File: src/rtl/sram_rr_arbiter.sv
// rtl/sram_rr_arbiter.sv - round-robin arbiter with short bus lock in front of a single-port SRAM
// Optional per-port stall counters: define SRAM_ARB_STALL_CNT_EN.
module sram_rr_arbiter #(
    parameter int NumPorts      = 2,
    parameter int AddrWidth     = 64,
    parameter int DataWidth     = 64,
    parameter int MaxLockCycles = 4
) (
    input  logic                            clk_i,
    input  logic                            rst_i,
    input  logic [NumPorts-1:0]             req_i,
    input  logic [NumPorts-1:0]             we_i,
    input  logic [NumPorts*AddrWidth-1:0]   addr_i,
    input  logic [NumPorts*DataWidth/8-1:0] be_i,
    input  logic [NumPorts*DataWidth-1:0]   wdata_i,
    input  logic [NumPorts-1:0]             lock_i,
    output logic [NumPorts-1:0]             gnt_o,
    output logic [NumPorts-1:0]             rvalid_o,
    output logic [DataWidth-1:0]            rdata_o,
    output logic                            mem_req_o,
    output logic                            mem_we_o,
    output logic [AddrWidth-1:0]            mem_addr_o,
    output logic [DataWidth/8-1:0]          mem_be_o,
    output logic [DataWidth-1:0]            mem_wdata_o,
    input  logic [DataWidth-1:0]            mem_rdata_i
`ifdef SRAM_ARB_STALL_CNT_EN
    ,
    output logic [NumPorts*32-1:0]          stall_cnt_o
`endif
);

    localparam int BeWidth  = DataWidth / 8;
    localparam int PtrWidth = $clog2(NumPorts);
    localparam int CntWidth = $clog2(MaxLockCycles + 1);

    typedef enum logic {
        ST_IDLE,
        ST_LOCKED
    } state_t;

    state_t                state_q;
    logic [PtrWidth-1:0]   rr_ptr_q;
    logic [PtrWidth-1:0]   owner_q;
    logic [CntWidth-1:0]   lock_cnt_q;
    logic [NumPorts-1:0]   rvalid_q;

    logic                  rr_found;
    logic [PtrWidth-1:0]   rr_idx;
    logic                  lock_expired;
    logic                  gnt_valid;
    logic [PtrWidth-1:0]   gnt_idx;
    logic [PtrWidth-1:0]   next_ptr;

    // First requester at or after the pointer, wrapping at NumPorts-1.
    always_comb begin
        int j;
        rr_found = 1'b0;
        rr_idx   = '0;
        j        = 0;
        for (int off = 0; off < NumPorts; off++) begin
            j = int'(rr_ptr_q) + off;
            if (j >= NumPorts) begin
                j = j - NumPorts;
            end
            if (!rr_found && req_i[j]) begin
                rr_found = 1'b1;
                rr_idx   = PtrWidth'(j);
            end
        end
    end

    assign lock_expired = (state_q == ST_LOCKED) &&
                          (lock_cnt_q == CntWidth'(MaxLockCycles));

    // An expired lock falls back to plain round-robin; the pointer already sits past the owner.
    always_comb begin
        gnt_valid = 1'b0;
        gnt_idx   = '0;
        if (!rst_i) begin
            if (state_q == ST_LOCKED && !lock_expired) begin
                if (req_i[owner_q]) begin
                    gnt_valid = 1'b1;
                    gnt_idx   = owner_q;
                end
            end else if (rr_found) begin
                gnt_valid = 1'b1;
                gnt_idx   = rr_idx;
            end
        end
    end

    assign gnt_o     = gnt_valid ? (NumPorts'(1) << gnt_idx) : '0;
    assign mem_req_o = |gnt_o;
    assign next_ptr  = (gnt_idx == PtrWidth'(NumPorts - 1)) ? '0 : gnt_idx + PtrWidth'(1);

    always_comb begin
        mem_we_o    = 1'b0;
        mem_addr_o  = '0;
        mem_be_o    = '0;
        mem_wdata_o = '0;
        for (int i = 0; i < NumPorts; i++) begin
            if (gnt_o[i]) begin
                mem_we_o    = we_i[i];
                mem_addr_o  = addr_i[i*AddrWidth +: AddrWidth];
                mem_be_o    = be_i[i*BeWidth +: BeWidth];
                mem_wdata_o = wdata_i[i*DataWidth +: DataWidth];
            end
        end
    end

    always_ff @(posedge clk_i) begin
        if (rst_i) begin
            state_q    <= ST_IDLE;
            rr_ptr_q   <= '0;
            owner_q    <= '0;
            lock_cnt_q <= '0;
            rvalid_q   <= '0;
        end else begin
            rvalid_q <= gnt_o;
            if (gnt_valid) begin
                rr_ptr_q <= next_ptr;
            end
            case (state_q)
                ST_IDLE: begin
                    if (gnt_valid && lock_i[gnt_idx]) begin
                        state_q    <= ST_LOCKED;
                        owner_q    <= gnt_idx;
                        lock_cnt_q <= CntWidth'(1);
                    end
                end
                ST_LOCKED: begin
                    if (lock_expired || !gnt_valid) begin
                        state_q    <= ST_IDLE;
                        lock_cnt_q <= '0;
                    end else begin
                        lock_cnt_q <= lock_cnt_q + CntWidth'(1);
                        if (!lock_i[owner_q]) begin
                            state_q    <= ST_IDLE;
                            lock_cnt_q <= '0;
                        end
                    end
                end
                default: begin
                    state_q    <= ST_IDLE;
                    lock_cnt_q <= '0;
                end
            endcase
        end
    end

    // A response in flight when reset arrives is dropped, not delivered.
    assign rvalid_o = rvalid_q & {NumPorts{~rst_i}};
    assign rdata_o  = mem_rdata_i;

`ifdef SRAM_ARB_STALL_CNT_EN
    for (genvar g = 0; g < NumPorts; g++) begin : g_stall
        logic [31:0] cnt_q;
        always_ff @(posedge clk_i) begin
            if (rst_i) begin
                cnt_q <= '0;
            end else if (req_i[g] && !gnt_o[g] && (cnt_q != 32'hFFFF_FFFF)) begin
                cnt_q <= cnt_q + 32'd1;
            end
        end
        assign stall_cnt_o[g*32 +: 32] = cnt_q;
    end
`endif

endmodule

File: config.mk
export PLATFORM = sky130hd
export DESIGN_NAME = sram_rr_arbiter
export DESIGN_NICKNAME = d
export VERILOG_FILES = /design/src/rtl/sram_rr_arbiter.sv
export SDC_FILE = /design/constraint.sdc
export NUM_CORES = 1
export LEC_CHECK = 0
export BUFFER_PORTS_ARGS = -buffer_cell sky130_fd_sc_hd__buf_4
export CAP_MARGIN = 20
export CELL_PAD_IN_SITES_DETAIL_PLACEMENT = 1
export CELL_PAD_IN_SITES_GLOBAL_PLACEMENT = 1
export CORE_AREA = 2 2 212 214
export DETAILED_ROUTE_END_ITERATION = 10
export DIE_AREA = 0 0 214 216
export GPL_ROUTABILITY_DRIVEN = 1
export GPL_TIMING_DRIVEN = 0
export PLACE_DENSITY = 0.42
export SYNTH_ARGS = -nofsm -noshare
export SYNTH_HDL_FRONTEND = slang
export SYNTH_SLANG_ARGS = --single-unit
File: constraint.sdc
create_clock -name clk_i -period 5 [get_ports clk_i]
set_input_delay 1.5 -clock clk_i [delete_from_list [all_inputs] [get_ports clk_i]]
set_output_delay 1.5 -clock clk_i [all_outputs]
set_load 0.03 [all_outputs]
Word level (Yosys, flattened, before mapping)
Cells that the tools add are included.
Widths: inputs -> output; s select.
- register bits after elaboration: 8
- bits of input ports: 344
- output and inout bits: 206
- logic and storage cells: 76
- add/sub/neg operators: 5
- magnitude comparators: 6
- equal/unequal tests: 2
- shift operators: 1
- mux-type cells: 44
- bitwise operators: 3
- reductions and logical operators: 10
- operators by type and width (kind ; count):
    $mux 64 ; 4
    $lt 32x3->1 const B ; 2
    $mux 32 ; 2
    $mux 1 ; 30
    $mux 8 ; 2
    $mux 3 ; 3
    $pmux 3 s2 ; 1
    $logic_and 1x1->1 ; 4
    $lt 1x2->1 const B ; 2
    $add 3x1->3 const B ; 1
    $eq 3x3->1 const B ; 1
    $logic_not 1->1 ; 3
    $sub 1x2->3 const B ; 1
    $sub 2x2->3 const B ; 1
    $add 1x1->2 const B ; 1
    $and 2x2->2 ; 1
    $ge 1x2->1 const B ; 1
    $ge 2x2->1 const B ; 1
    $mux 2 ; 1
    $ne 2x2->1 const B ; 1
    $not 1->1 ; 2
    $pmux 1 s2 ; 1
    $reduce_and 2->1 ; 1
    $reduce_or 2->1 ; 1
    3 further kinds ; 3

Longest topological paths before layout
Gate-level depths: netlist of the first run.
- depth after elaboration: 17
- gate-level depth with buffers: 8
- gate-level depth less buffers: 7

Worst setup path after synthesis of the first run
No wires, ideal clock.
- path kind: in2out
- from: input port req_i[1]
- to: output port mem_addr_o[10]
- arrival: 2.928 ns
- required time: 3.500 ns
- setup slack: 0.572 ns
- stages: 6
- path buffers: 2
- path through: nor2b_1 nand2_1 o21ai_1 clkbuf_1 buf_1 a22o_1
- longest elaborated chain between the ends: 14
- elaborated cells between the ends (all ways): 26
- those cells by class: shift: 1; mux: 23; reduce/logical: 2
- ends and longest elaborated chain (item ; line ; text):
    from (decl) ; 11 ; input logic [NumPorts-1:0] req_i,
    $mux 1 (not written as such) (3 in series) ; 65 ; if (!rr_found && req_i[j]) begin
    $mux 1 ; 65 ;
    $logic_not 1->1 ; 65 ;
    $logic_and 1x1->1 ; 65 ;
    $mux 1 ; 65 ;
    $mux 1 ; 85 ; end else if (rr_found) begin
    $mux 1 ; 80 ; if (state_q == ST_LOCKED && !lock_expired) begin
    $mux 1 ; 79 ; if (!rst_i) begin
    $shl 1x1->2 ; 92 ; assign gnt_o = gnt_valid ? (NumPorts'(1) << gnt_idx) : '0;
    $mux 2 (*) ; 92 ;
    $mux 64 ; 102 ; if (gnt_o[i]) begin
    $mux 64 (*) ; 102 ;
    to (decl) ; 22 ; output logic [AddrWidth-1:0] mem_addr_o,
Mark *: on every way between the ends. The rest lies on a longest branch, timed or not. The select of a mux whose other input is x is not followed.

Worst setup path in the final report of the first run
- from: input port req_i[1]
- to: output port mem_addr_o[18]
Same word-level chain as after synthesis.

==> parameters.txt, run 1 <==
Parameter                              Value

Routing
  Final antenna-violating net count    0
  1st-pass router iterations    6
  Via density    roughly 3.2
  DRC errors left    0
  Total vias in the final route    4,361
  Routed wire length    roughly 22,000 um
  Average wire per standard cell    roughly 16 um
  Number of violations reported at the end of detailed-routing iteration 0    roughly 120

Setup path
  Crit end category    output pin
  Data required, critical path    3.50 ns
  Crit path top cell by count    sky130_fd_sc_hd__buf_4
  Endpoint arrival time on the critical path    about 3.4 ns
  Crit path max fanout    10
  Element type at the critical path start    input port
  CP cell instances    buf_4, nor2b_1, nand2_1, o21ai_4, clkbuf_8, clkbuf_2, a22o_1, buf_4
  Crit path kind    in -> out
  Delay contributed by the slowest stage of the critical path    0.31 ns
  Slowest stage cell on the critical path    sky130_fd_sc_hd__clkbuf_2

Status
  Run status    finished, final reports clean

Timing
  RSZ-0062 raised after global routing    false
  Fin Setup TNS    0 ns
  Period utilisation layout    a little over nine tenths
  Post-route minimum period    roughly 4.8 ns
  Fin Clk Skew    about 0.0018 ns
  Minimum setup slack in the final design    roughly 0.15 ns
  Number of endpoints with negative hold slack in the final report    0
  Worst Max-Slew Pin Slew    about 0.55 ns
  Final setup violation count    0
  Max-slew violations    0
  Highest attainable clock frequency    0.206 GHz
  Relative slew margins    between 60% and 70%

Cells and area
  Leading cell types in the layout, fill and taps excluded    sky130_fd_sc_hd__buf_4 (562), sky130_fd_sc_hd__a22o_1 (138), sky130_fd_sc_hd__dfxtp_1 (8)
  Share of post-route cells with drive strength above 1    roughly three quarters
  Filler instances    approximately 5,300
  Total Nets Final    around 1,100
  Layout-stage area growth over the synthesis result    193%
  Most common cell after layout, fill and taps aside    sky130_fd_sc_hd__buf_4
  Diodes inserted    0

Synthesis
  Nets in the synthesized netlist    between 600 and 700
  Mean area per synthesized cell    between 8 and 9 um2
  Library cells used by synthesis    35
  Cell area after synthesis    2340 um2
  Part of the Yosys area used for sequential elements    under 10%
  FF+latch count, synth    8
  Most area-consuming cells after synthesis    sky130_fd_sc_hd__a22o_1 (52%), sky130_fd_sc_hd__buf_4 (25%), sky130_fd_sc_hd__dfxtp_1 (6.9%)
  Share of the synthesized area in the top cell type    between 50% and 60%
  Post-synth EDFFs    0
  Library cell occupying the most area in the post-synthesis netlist    sky130_fd_sc_hd__a22o_1
  Synthesized instance count    ~290
  Synth async-reset ratio    0%
  Most used flip-flop cell after synthesis    sky130_fd_sc_hd__dfxtp_1
  Yosys synthesis warning count    0

Global routing
  First-pass GRT wire length    slightly above 30,000 um
  GR Overflow Total    0
  Maximum number of pins on one net before global-route repair    11
  Initial antenna violation count    5
  GRT Util Overall    ~9%
  Number of global-route vias before repair    between 4,000 and 5,000

Die
  Initial Utilization    between 5 and 6%
  Number of I/O pins    between 500 and 600
  Area of the placeable core    43,800 um2
  Site row count    between 70 and 80
  Horiz. Die Dim    around 210 um
  Die H    roughly 220 um
  Floorplan die area    roughly 46,000 um2

Clock network
  Deepest clock path buffer count    2
  Buffer cell driving the clock tree root    sky130_fd_sc_hd__clkbuf_16
  Hold buffer count at cts    0
  Clock tree from TritonCTS    done
  Clk_lat worst skew    approximately 0.23 ns
  Clock input transition at the sequential cells of the worst setup and hold paths    0.04 ns
  CTS H-Tree Depth    1
  Count of buffers added by post-CTS timing repair for setup    0
  Total clock sinks    8
  Total clock buffers created by CTS    3

Placement
  Number of input and output port buffers inserted    485
  Weighted congestion at the end of routability-driven global placement    between 0.7 and 0.8
  Worst slack, placed    -0.913 ns
  HPWL after detailed placement    20,000 um

Power and ir drop
  Static leakage power    0.00356 uW
  Power density relative to cell area    157 nW/um2
  IR drop worst, VDD    about 80 uV

Hold path
  Type of the tightest min-delay check    reg -> reg

Run
  Maxcap violations    0
logic make-up (layout without fill, tap and decap cells):
family	after synthesis	after routing	share of synthesized area, %
AOI/OAI and AO/OA	156	156	57.8
adders and majority gates	2	2	1.07
buffers and inverters	99	587	28.7
DFF	8	8	6.86
muxes	2	2	0.911
and+or+nand+nor	20	20	4.66
metal layers:
metal  share of wire [%]  GRT usage [%]
met3                 7.3           1.96
met5                   0              0
met1                  40           10.5
met2                  52           16.4
met4                0.61          0.676
cells in the mapped netlist (2+ instances only):
master / count
sky130_fd_sc_hd__buf_1: 2
sky130_fd_sc_hd__inv_1: 3
sky130_fd_sc_hd__o21ai_0: 3
sky130_fd_sc_hd__a21o_1: 2
sky130_fd_sc_hd__a22o_1: 138
sky130_fd_sc_hd__nor2b_1: 5
sky130_fd_sc_hd__clkbuf_1: 12
sky130_fd_sc_hd__dfxtp_1: 8
sky130_fd_sc_hd__a21oi_1: 2
sky130_fd_sc_hd__buf_4: 78
sky130_fd_sc_hd__buf_2: 4
sky130_fd_sc_hd__nand2_1: 4
sky130_fd_sc_hd__ha_1: 2
sky130_fd_sc_hd__nor2_1: 3
where the power goes:
| group | switching, uW | internal, uW | total [uW] |
|---|---|---|---|
| clock network | 33.3 | 103 | 137 |
| registers | 3.71 | 68.9 | 72.6 |
| logic | 457 | 406 | 863 |
per-stage QoR:
step,instance area (um2),utilization [%],std cells,power [uW],hold WS [ns]
after global routing,6840,15.6,1367,1130,0.535
after floorplan,2340,-,287,516,0.468
after CTS,6820,15.6,1367,1090,0.503
after global placement,6720,15.3,1364,942,0.489
final,6840,15.6,1367,1070,0.505
after detailed placement,6720,15.3,1364,942,0.493
worst max-delay path: cells and delay by family:
kind / cells / cell delay (ns)
AO/OA/AOI/OAI: 2 / 0.52
buffers and inverters: 4 / 0.88
AND/OR/NAND/NOR: 2 / 0.43
sequential cells by signal (all words and copies together), names as in the netlist:
| signal | count |
|---|---|
| state_q | 1 |
| rvalid_q | 2 |
| rr_ptr_q | 1 |
| owner_q | 1 |
| lock_cnt_q | 3 |
what timing repair did:
item,CTS,global route
gates resized for setup,11,8
gates cloned,0,0
setup endpoints to repair,111,35
layout make-up:
class                      instances  area [um2]  area share [%]
timing repair buffer             485        3640            53.2
multi-input combinational        180        1530            22.4
buffer                            96         683            9.99
sequential                         8         160            2.34
clock buffer                       3        75.1            1.10
tap                              592         741            10.8
inverter                           3        11.3           0.165
path summary, 6_finish.rpt:
check / endpoint / depth (start not counted) / slack, ns / startpoint
max reg2reg: lock_cnt_q[0] / 8 / 2.69 / lock_cnt_q[0]
min reg2reg: lock_cnt_q[1] / 1 / 0.50 / lock_cnt_q[1]
min: lock_cnt_q[1] / 1 / 0.50 / lock_cnt_q[1]
max: mem_addr_o[18] / 8 / 0.15 / req_i[1]
Power figures use the tool's default switching activity.
==> inputs of run 2 (changes only) <==
--- a/config.mk
+++ b/config.mk
@@ -15,6 +15,7 @@
 export GPL_ROUTABILITY_DRIVEN = 1
 export GPL_TIMING_DRIVEN = 0
 export PLACE_DENSITY = 0.42
+export SETUP_SLACK_MARGIN = 0.2
 export SYNTH_ARGS = -nofsm -noshare
 export SYNTH_HDL_FRONTEND = slang
 export SYNTH_SLANG_ARGS = --single-unit
==> parameters.txt, run 2 (synthesized netlist as in run 1, its figures left out) <==
Parameter                              Value

Status
  Run status    finished, final reports clean (unchanged)

Hold path
  Worst Hold End    lock_cnt_q[1] (unchanged)
  Type of the tightest min-delay check    reg -> reg (unchanged)
  Critical hold path startpoint    lock_cnt_q[1] (unchanged)
  Count of cells along the worst hold path    1 (unchanged)

Global routing
  First-pass GRT wire length    31,000 um (was 30,900 um)
  Maximum number of pins on one net before global-route repair    11 (unchanged)
  Initial antenna violation count    5 (unchanged)
  GR Overflow Total    0 (unchanged)
  Number of global-route vias before repair    4,625 (was 4,619)
  GRT Util Overall    8.77% (was 8.76%)

Routing
  Number of violations reported at the end of detailed-routing iteration 0    131 (was 123)
  Average wire per standard cell    16.4 um (about the same)
  Total vias in the final route    4,369 (was 4,361)
  1st-pass router iterations    6 (unchanged)
  Routed wire length    22,500 um (was 22,400 um)
  Final antenna-violating net count    0 (unchanged)
  DRC errors left    0 (unchanged)
  Via density    3.19 (about the same)

Setup path
  Crit end category    output pin (unchanged)
  Element type at the critical path start    input port (unchanged)
  Critical path startpoint    req_i[1] (unchanged)
  Slowest stage cell on the critical path    sky130_fd_sc_hd__clkbuf_1 (was sky130_fd_sc_hd__clkbuf_2)
  Crit path max fanout    10 (unchanged)
  Worst reg2reg endpoint    lock_cnt_q[0] (unchanged)
  Crit path buffers/inverters    3 (was 4)
  Crit path top cell by count    sky130_fd_sc_hd__buf_4 (unchanged)
  Worst-case register-to-register setup slack    2.68 ns (was 2.69 ns)
  Depth of the worst register-to-register path    8 (unchanged)
  Reg2reg start    lock_cnt_q[0] (unchanged)
  Top cell family by delay on the critical path    buffers and inverters (unchanged)
  Endpoint arrival time on the critical path    3.16 ns (was 3.35 ns)
  CP cell instances    buf_4, nor2b_2, nand2_1, o21ai_4, clkbuf_1, a22o_1, buf_4 (was buf_4, nor2b_1, nand2_1, o21ai_4, clkbuf_8, clkbuf_2, a22o_1, buf_4)
  Crit path kind    in -> out (unchanged)
  Count of cell instances traversed by the critical path    7 (was 8)
  Delay contributed by the slowest stage of the critical path    0.49 ns (was 0.31 ns)
  Data required, critical path    3.50 ns (about the same)

Cells and area
  Layout-stage area growth over the synthesis result    194% (was 193%)
  Share of post-route cells with drive strength above 1    75.5% (was 75.4%)
  Leading cell types in the layout, fill and taps excluded    sky130_fd_sc_hd__buf_4 (564), sky130_fd_sc_hd__a22o_1 (138), sky130_fd_sc_hd__dfxtp_1 (8) (was sky130_fd_sc_hd__buf_4 (562), sky130_fd_sc_hd__a22o_1 (138), sky130_fd_sc_hd__dfxtp_1 (8))
  Diodes inserted    0 (unchanged)
  Largest Register    lock_cnt_q (unchanged)
  Number of flip-flops under the largest register name    3 (unchanged)
  Largest regs    lock_cnt_q x3, rvalid_q x2 (unchanged)
  Most common cell after layout, fill and taps aside    sky130_fd_sc_hd__buf_4 (unchanged)
  Total Nets Final    1,125 (was 1,123)

Timing
  Max-slew violations    0 (unchanged)
  Period utilisation layout    93.2% (was 97.0%)
  Worst Max-Slew Pin Slew    0.582 ns (was 0.552 ns)
  Number of endpoints with negative hold slack in the final report    0 (unchanged)
  Fin Clk Skew    0.00179 ns (about the same)
  Final setup violation count    0 (unchanged)
  Relative slew margins    61.2% (was 63.2%)
  Highest attainable clock frequency    0.215 GHz (was 0.206 GHz)
  Fin Hold WS    0.505 ns (about the same)
  RSZ-0062 raised after global routing    false (unchanged)
  Post-route minimum period    4.66 ns (was 4.85 ns)

Clock network
  CTS H-Tree Depth    1 (unchanged)
  Buffer cell driving the clock tree root    sky130_fd_sc_hd__clkbuf_16 (unchanged)
  Clock input transition at the sequential cells of the worst setup and hold paths    0.04 ns (about the same)
  Hold buffer count at cts    0 (unchanged)
  Clock tree from TritonCTS    done (unchanged)
  Deepest clock path buffer count    2 (unchanged)
  Total clock sinks    8 (unchanged)
  Clk_lat worst skew    0.23 ns (about the same)
  Total clock buffers created by CTS    3 (unchanged)

Power and ir drop
  Total power of the final layout    1080 uW (was 1070 uW)
  IR drop worst, VDD    80.8 uV (was 80.9 uV)
  Static leakage power    0.00357 uW (was 0.00356 uW)
  Power density relative to cell area    156 nW/um2 (was 157 nW/um2)

Die
  Die H    216 um (unchanged)
  Floorplan die area    46,200 um2 (unchanged)
  Initial Utilization    5.33% (unchanged)
  Area of the placeable core    43,800 um2 (unchanged)
  Horiz. Die Dim    214 um (unchanged)
  Number of I/O pins    550 (unchanged)
  Site row count    77 (unchanged)

Placement
  Number of input and output port buffers inserted    485 (unchanged)
  Weighted congestion at the end of routability-driven global placement    0.787 (unchanged)
  HPWL after detailed placement    20,000 um (unchanged)

Run
  Maxcap violations    0 (unchanged)
==> run 2: changes by cell type in the layout (fill, tap and decap cells not counted), sizes merged <==
cell  before  now
buf      569  571
==> run 2: metal layers <==
metal / global-route usage [%] / vias up / routed length (um) / part of all wire, %
met5: 0 / - / 0 / 0
met4: 0.676 / 0 / 137 / 0.61
met3: 1.96 / 10 / 1650 / 7.3
met2: 16.4 / 277 / 11700 / 52
met1: 10.5 / 2020 / 9020 / 40
li1: - / 2062 / - / -
==> run 2: repair_timing <==
item | CTS | global route
resized for setup | 19 | 1
gates cloned | 0 | 0
pin swaps | 0 | 1
endpoints found under the setup margin | 137 | 24
buffers inserted | 2 | 0
==> run 2: how the worst max path moves through the flow <==
stage,to
6_report,mem_wdata_o[0]
3_5_place_dp,mem_wdata_o[59]
2_1_floorplan,mem_addr_o[10]
4_1_cts,mem_wdata_o[59]
3_3_place_gp,mem_wdata_o[59]
5_1_grt,mem_wdata_o[0]
==> run 2: where the power goes <==
group | switching, uW | leakage (uW) | internal (uW)
Combinational | 457 | 0.00347 | 409
Sequential | 3.78 | 0.0000657 | 68.9
Clock | 33.2 | 0.0000370 | 103
==> run 2: worst reg2reg max path, delay by kind of cell (launching register included) <==
family                   cells  cell delay, ns
AND/OR/NAND/NOR              1            0.21
adder cells (fa/ha/maj)      1            0.23
flip-flops                   1            0.35
AO/OA/AOI/OAI                4            0.89
buffers and inverters        2            0.56
==> run 2: per-stage QoR <==
| stage | utilization [%] | cells | setup TNS, ns | setup WS (ns) | instance area, um2 |
|---|---|---|---|---|---|
| 4_1_cts | 15.7 | 1369 | 0 | 0.195 | 6880 |
| 3_5_place_dp | 15.3 | 1364 | -70.81 | -0.913 | 6720 |
| 2_1_floorplan | - | 287 | 0 | 0.572 | 2340 |
| 6_report | 15.7 | 1369 | 0 | 0.341 | 6880 |
| 5_1_grt | 15.7 | 1369 | 0 | 0.217 | 6880 |
| 3_3_place_gp | 15.3 | 1364 | -67.05 | -0.867 | 6720 |
==> run 2: final cells by class <==
class	count	area (um2)
Tap cell	592	741
Sequential cell	8	160
Clock buffer	3	75.1
Buffer	96	691
Fill cell	5301	37000
Inverter	3	11.3
Timing Repair Buffer	487	3670
Multi-Input combinational cell	180	1530
==> inputs of run 3 (changes only) <==
--- a/config.mk
+++ b/config.mk
@@ -8,13 +8,14 @@
 export BUFFER_PORTS_ARGS = -buffer_cell sky130_fd_sc_hd__buf_4
 export CAP_MARGIN = 20
 export CELL_PAD_IN_SITES_DETAIL_PLACEMENT = 1
-export CELL_PAD_IN_SITES_GLOBAL_PLACEMENT = 1
-export CORE_AREA = 2 2 212 214
+export CELL_PAD_IN_SITES_GLOBAL_PLACEMENT = 2
+export CORE_AREA = 2 2 215 217
 export DETAILED_ROUTE_END_ITERATION = 10
-export DIE_AREA = 0 0 214 216
+export DIE_AREA = 0 0 217 219
 export GPL_ROUTABILITY_DRIVEN = 1
 export GPL_TIMING_DRIVEN = 0
-export PLACE_DENSITY = 0.42
+export PLACE_DENSITY = 0.55
+export RECOVER_POWER = 25
 export SETUP_SLACK_MARGIN = 0.2
 export SYNTH_ARGS = -nofsm -noshare
 export SYNTH_HDL_FRONTEND = slang
==> parameters.txt, run 3 (synthesized netlist as in run 1, its figures left out) <==
Parameter                              Value

Status
  Run status    finished, final reports clean (unchanged)

Run
  Maxcap violations    0 (unchanged)

Placement
  Weighted congestion at the end of routability-driven global placement    0.735 (was 0.787)
  HPWL after detailed placement    20,500 um (was 20,000 um)
  Dpl cell area    6730 um2 (was 6720 um2)
  Cell total after placement    1,372 (was 1,364)
  Number of input and output port buffers inserted    485 (unchanged)
  Worst slack, placed    -1.02 ns (was -0.913 ns)

Setup path
  Depth of the worst register-to-register path    8 (unchanged)
  Last element of the critical path    mem_addr_o[39] (was mem_wdata_o[0])
  Crit path max fanout    10 (unchanged)
  Worst-case register-to-register setup slack    2.72 ns (was 2.68 ns)
  CP cell instances    clkbuf_1, inv_1, a2111oi_4, buf_4, buf_4, buf_4, buf_4, a22o_1, buf_4 (was buf_4, nor2b_2, nand2_1, o21ai_4, clkbuf_1, a22o_1, buf_4)
  Worst reg2reg endpoint    lock_cnt_q[0] (unchanged)
  Endpoint arrival time on the critical path    3.24 ns (was 3.16 ns)
  Delay contributed by the slowest stage of the critical path    0.28 ns (was 0.49 ns)
  Reg2reg start    lock_cnt_q[0] (unchanged)
  Element type at the critical path start    input port (unchanged)
  Slowest stage cell on the critical path    sky130_fd_sc_hd__a2111oi_4 (was sky130_fd_sc_hd__clkbuf_1)
  Count of cell instances traversed by the critical path    9 (was 7)
  Crit end category    output pin (unchanged)
  Crit path top cell by count    sky130_fd_sc_hd__buf_4 (unchanged)
  Top cell family by delay on the critical path    buffers and inverters (unchanged)
  Crit path buffers/inverters    7 (was 3)
  Crit path kind    in -> out (unchanged)
  Critical path startpoint    req_i[0] (was req_i[1])
  Data required, critical path    3.50 ns (about the same)

Routing
  Routed wire length    23,300 um (was 22,500 um)
  Via density    3.18 (was 3.19)
  Final antenna-violating net count    0 (unchanged)
  Number of violations reported at the end of detailed-routing iteration 0    78 (was 131)
  DRC errors left    0 (unchanged)
  1st-pass router iterations    4 (was 6)
  Average wire per standard cell    16.9 um (was 16.4 um)
  Total vias in the final route    4,385 (was 4,369)

Clock network
  Hold buffer count at cts    0 (unchanged)
  Clock input transition at the sequential cells of the worst setup and hold paths    0.04 ns (about the same)
  Deepest clock path buffer count    2 (unchanged)
  Total clock buffers created by CTS    3 (unchanged)
  Clock tree from TritonCTS    done (unchanged)
  Total clock sinks    8 (unchanged)
  CTS H-Tree Depth    1 (unchanged)
  Clk_lat worst skew    0.23 ns (about the same)
  Buffer cell driving the clock tree root    sky130_fd_sc_hd__clkbuf_16 (unchanged)

Cells and area
  Fin area    6730 um2 (was 6880 um2)
  Filler instances    5,485 (was 5,301)
  Layout-stage area growth over the synthesis result    188% (was 194%)
  Largest Register    lock_cnt_q (unchanged)
  Leading cell types in the layout, fill and taps excluded    sky130_fd_sc_hd__buf_4 (520), sky130_fd_sc_hd__a22o_1 (138), sky130_fd_sc_hd__clkbuf_1 (48) (was sky130_fd_sc_hd__buf_4 (564), sky130_fd_sc_hd__a22o_1 (138), sky130_fd_sc_hd__dfxtp_1 (8))
  Number of flip-flops under the largest register name    3 (unchanged)
  Share of post-route cells with drive strength above 1    69.9% (was 75.5%)
  Total Nets Final    1,128 (was 1,125)
  Post-route non-filler standard cell count    1,381 (was 1,369)
  Most common cell after layout, fill and taps aside    sky130_fd_sc_hd__buf_4 (unchanged)
  Largest regs    lock_cnt_q x3, rvalid_q x2 (unchanged)

Timing
  Final setup violation count    0 (unchanged)
  Fin Clk Skew    0.00124 ns (was 0.00179 ns)
  Max-slew violations    0 (unchanged)
  Relative slew margins    64.3% (was 61.2%)
  Minimum setup slack in the final design    0.259 ns (was 0.341 ns)
  RSZ-0062 raised after global routing    true (was false)
  Worst Max-Slew Pin Slew    0.536 ns (was 0.582 ns)
  Post-route minimum period    4.74 ns (was 4.66 ns)
  Fin Hold WS    0.514 ns (was 0.505 ns)
  Number of endpoints with negative hold slack in the final report    0 (unchanged)
  Period utilisation layout    94.8% (was 93.2%)
  Highest attainable clock frequency    0.211 GHz (was 0.215 GHz)

Die
  Floorplan die area    47,500 um2 (was 46,200 um2)
  Number of I/O pins    550 (unchanged)
  Site row count    78 (was 77)
  Die H    219 um (was 216 um)
  Area of the placeable core    45,100 um2 (was 43,800 um2)
  Initial Utilization    5.18% (was 5.33%)
  Horiz. Die Dim    217 um (was 214 um)

Hold path
  Count of cells along the worst hold path    1 (unchanged)
  Type of the tightest min-delay check    reg -> reg (unchanged)

Global routing
  GR Overflow Total    0 (unchanged)
  Initial antenna violation count    1 (was 5)
  Number of global-route vias before repair    4,473 (was 4,625)
  First-pass GRT wire length    29,600 um (was 31,000 um)
  Maximum number of pins on one net before global-route repair    11 (unchanged)
  GRT Util Overall    8.31% (was 8.77%)

Power and ir drop
  IR drop worst, VDD    82.1 uV (was 80.8 uV)
  Power density relative to cell area    158 nW/um2 (was 156 nW/um2)
  Static leakage power    0.00343 uW (was 0.00357 uW)
## run 3: cell count changes in the layout (fill, tap and decap cells not counted), moves of 2 or more
cell | previous run | this run
sky130_fd_sc_hd__clkbuf_2 | 5 | 7
sky130_fd_sc_hd__buf_4 | 564 | 520
sky130_fd_sc_hd__buf_2 | 5 | 8
sky130_fd_sc_hd__clkbuf_1 | 4 | 48
## run 3: worst register-to-register path, delay by kind of cell, from the launching register on
family / cells / cell delay, ns
flops: 1 / 0.35
compound gates: 4 / 0.88
buf+inv: 2 / 0.53
fa+ha+maj: 1 / 0.23
simple gates: 1 / 0.21
## run 3: cell type report
class	instances	area [um2]	share of cell area [%]
buffer	96	699	10.4
timing repair buffer	490	3500	52.0
multi-input combinational	180	1530	22.7
tap	600	751	11.2
sequential	8	160	2.38
inverter	3	11.3	0.167
clock buffer	3	75.1	1.12
antenna	1	2.50	0.0372
## run 3: metal layers
layer / up-vias / GRT usage (%) / share of wire [%]
met5: - / 0 / 0
met4: 0 / 1.05 / 0.67
met3: 9 / 1.72 / 7.8
met2: 275 / 15.4 / 52
met1: 2032 / 10.0 / 40
li1: 2069 / - / -
## run 3: how the worst min path moves through the flow
stage | endpoint | slack (ns) | start
floorplan | lock_cnt_q[1] | 0.47 | lock_cnt_q[1]
CTS | lock_cnt_q[1] | 0.51 | lock_cnt_q[1]
detailed placement | lock_cnt_q[1] | 0.50 | lock_cnt_q[1]
global placement | lock_cnt_q[1] | 0.49 | lock_cnt_q[1]
finish | lock_cnt_q[1] | 0.51 | lock_cnt_q[1]
global route | lock_cnt_q[1] | 0.54 | lock_cnt_q[1]
## run 3: what timing repair did
item | 4_1_cts | 5_1_grt
buffers inserted | 1 | 3
resized for setup | 18 | 5
pin swaps | 1 | 1
gates cloned | 0 | 1
setup endpoints to repair | 131 | 11
hold endpoints to repair | 0 | 0
## run 3: power breakdown
group / switching (uW) / internal [uW]
combinational: 465 / 394
clock: 32.1 / 103
sequential: 3.65 / 68.9
## run 3: metrics by stage
step | power, uW | setup TNS, ns | utilization, %
2_1_floorplan | 516 | 0 | -
3_3_place_gp | 948 | -75.24 | 14.9
3_5_place_dp | 949 | -78.02 | 14.9
4_1_cts | 1100 | 0 | 15.2
5_1_grt | 1130 | 0 | 14.9
6_report | 1070 | 0 | 14.9
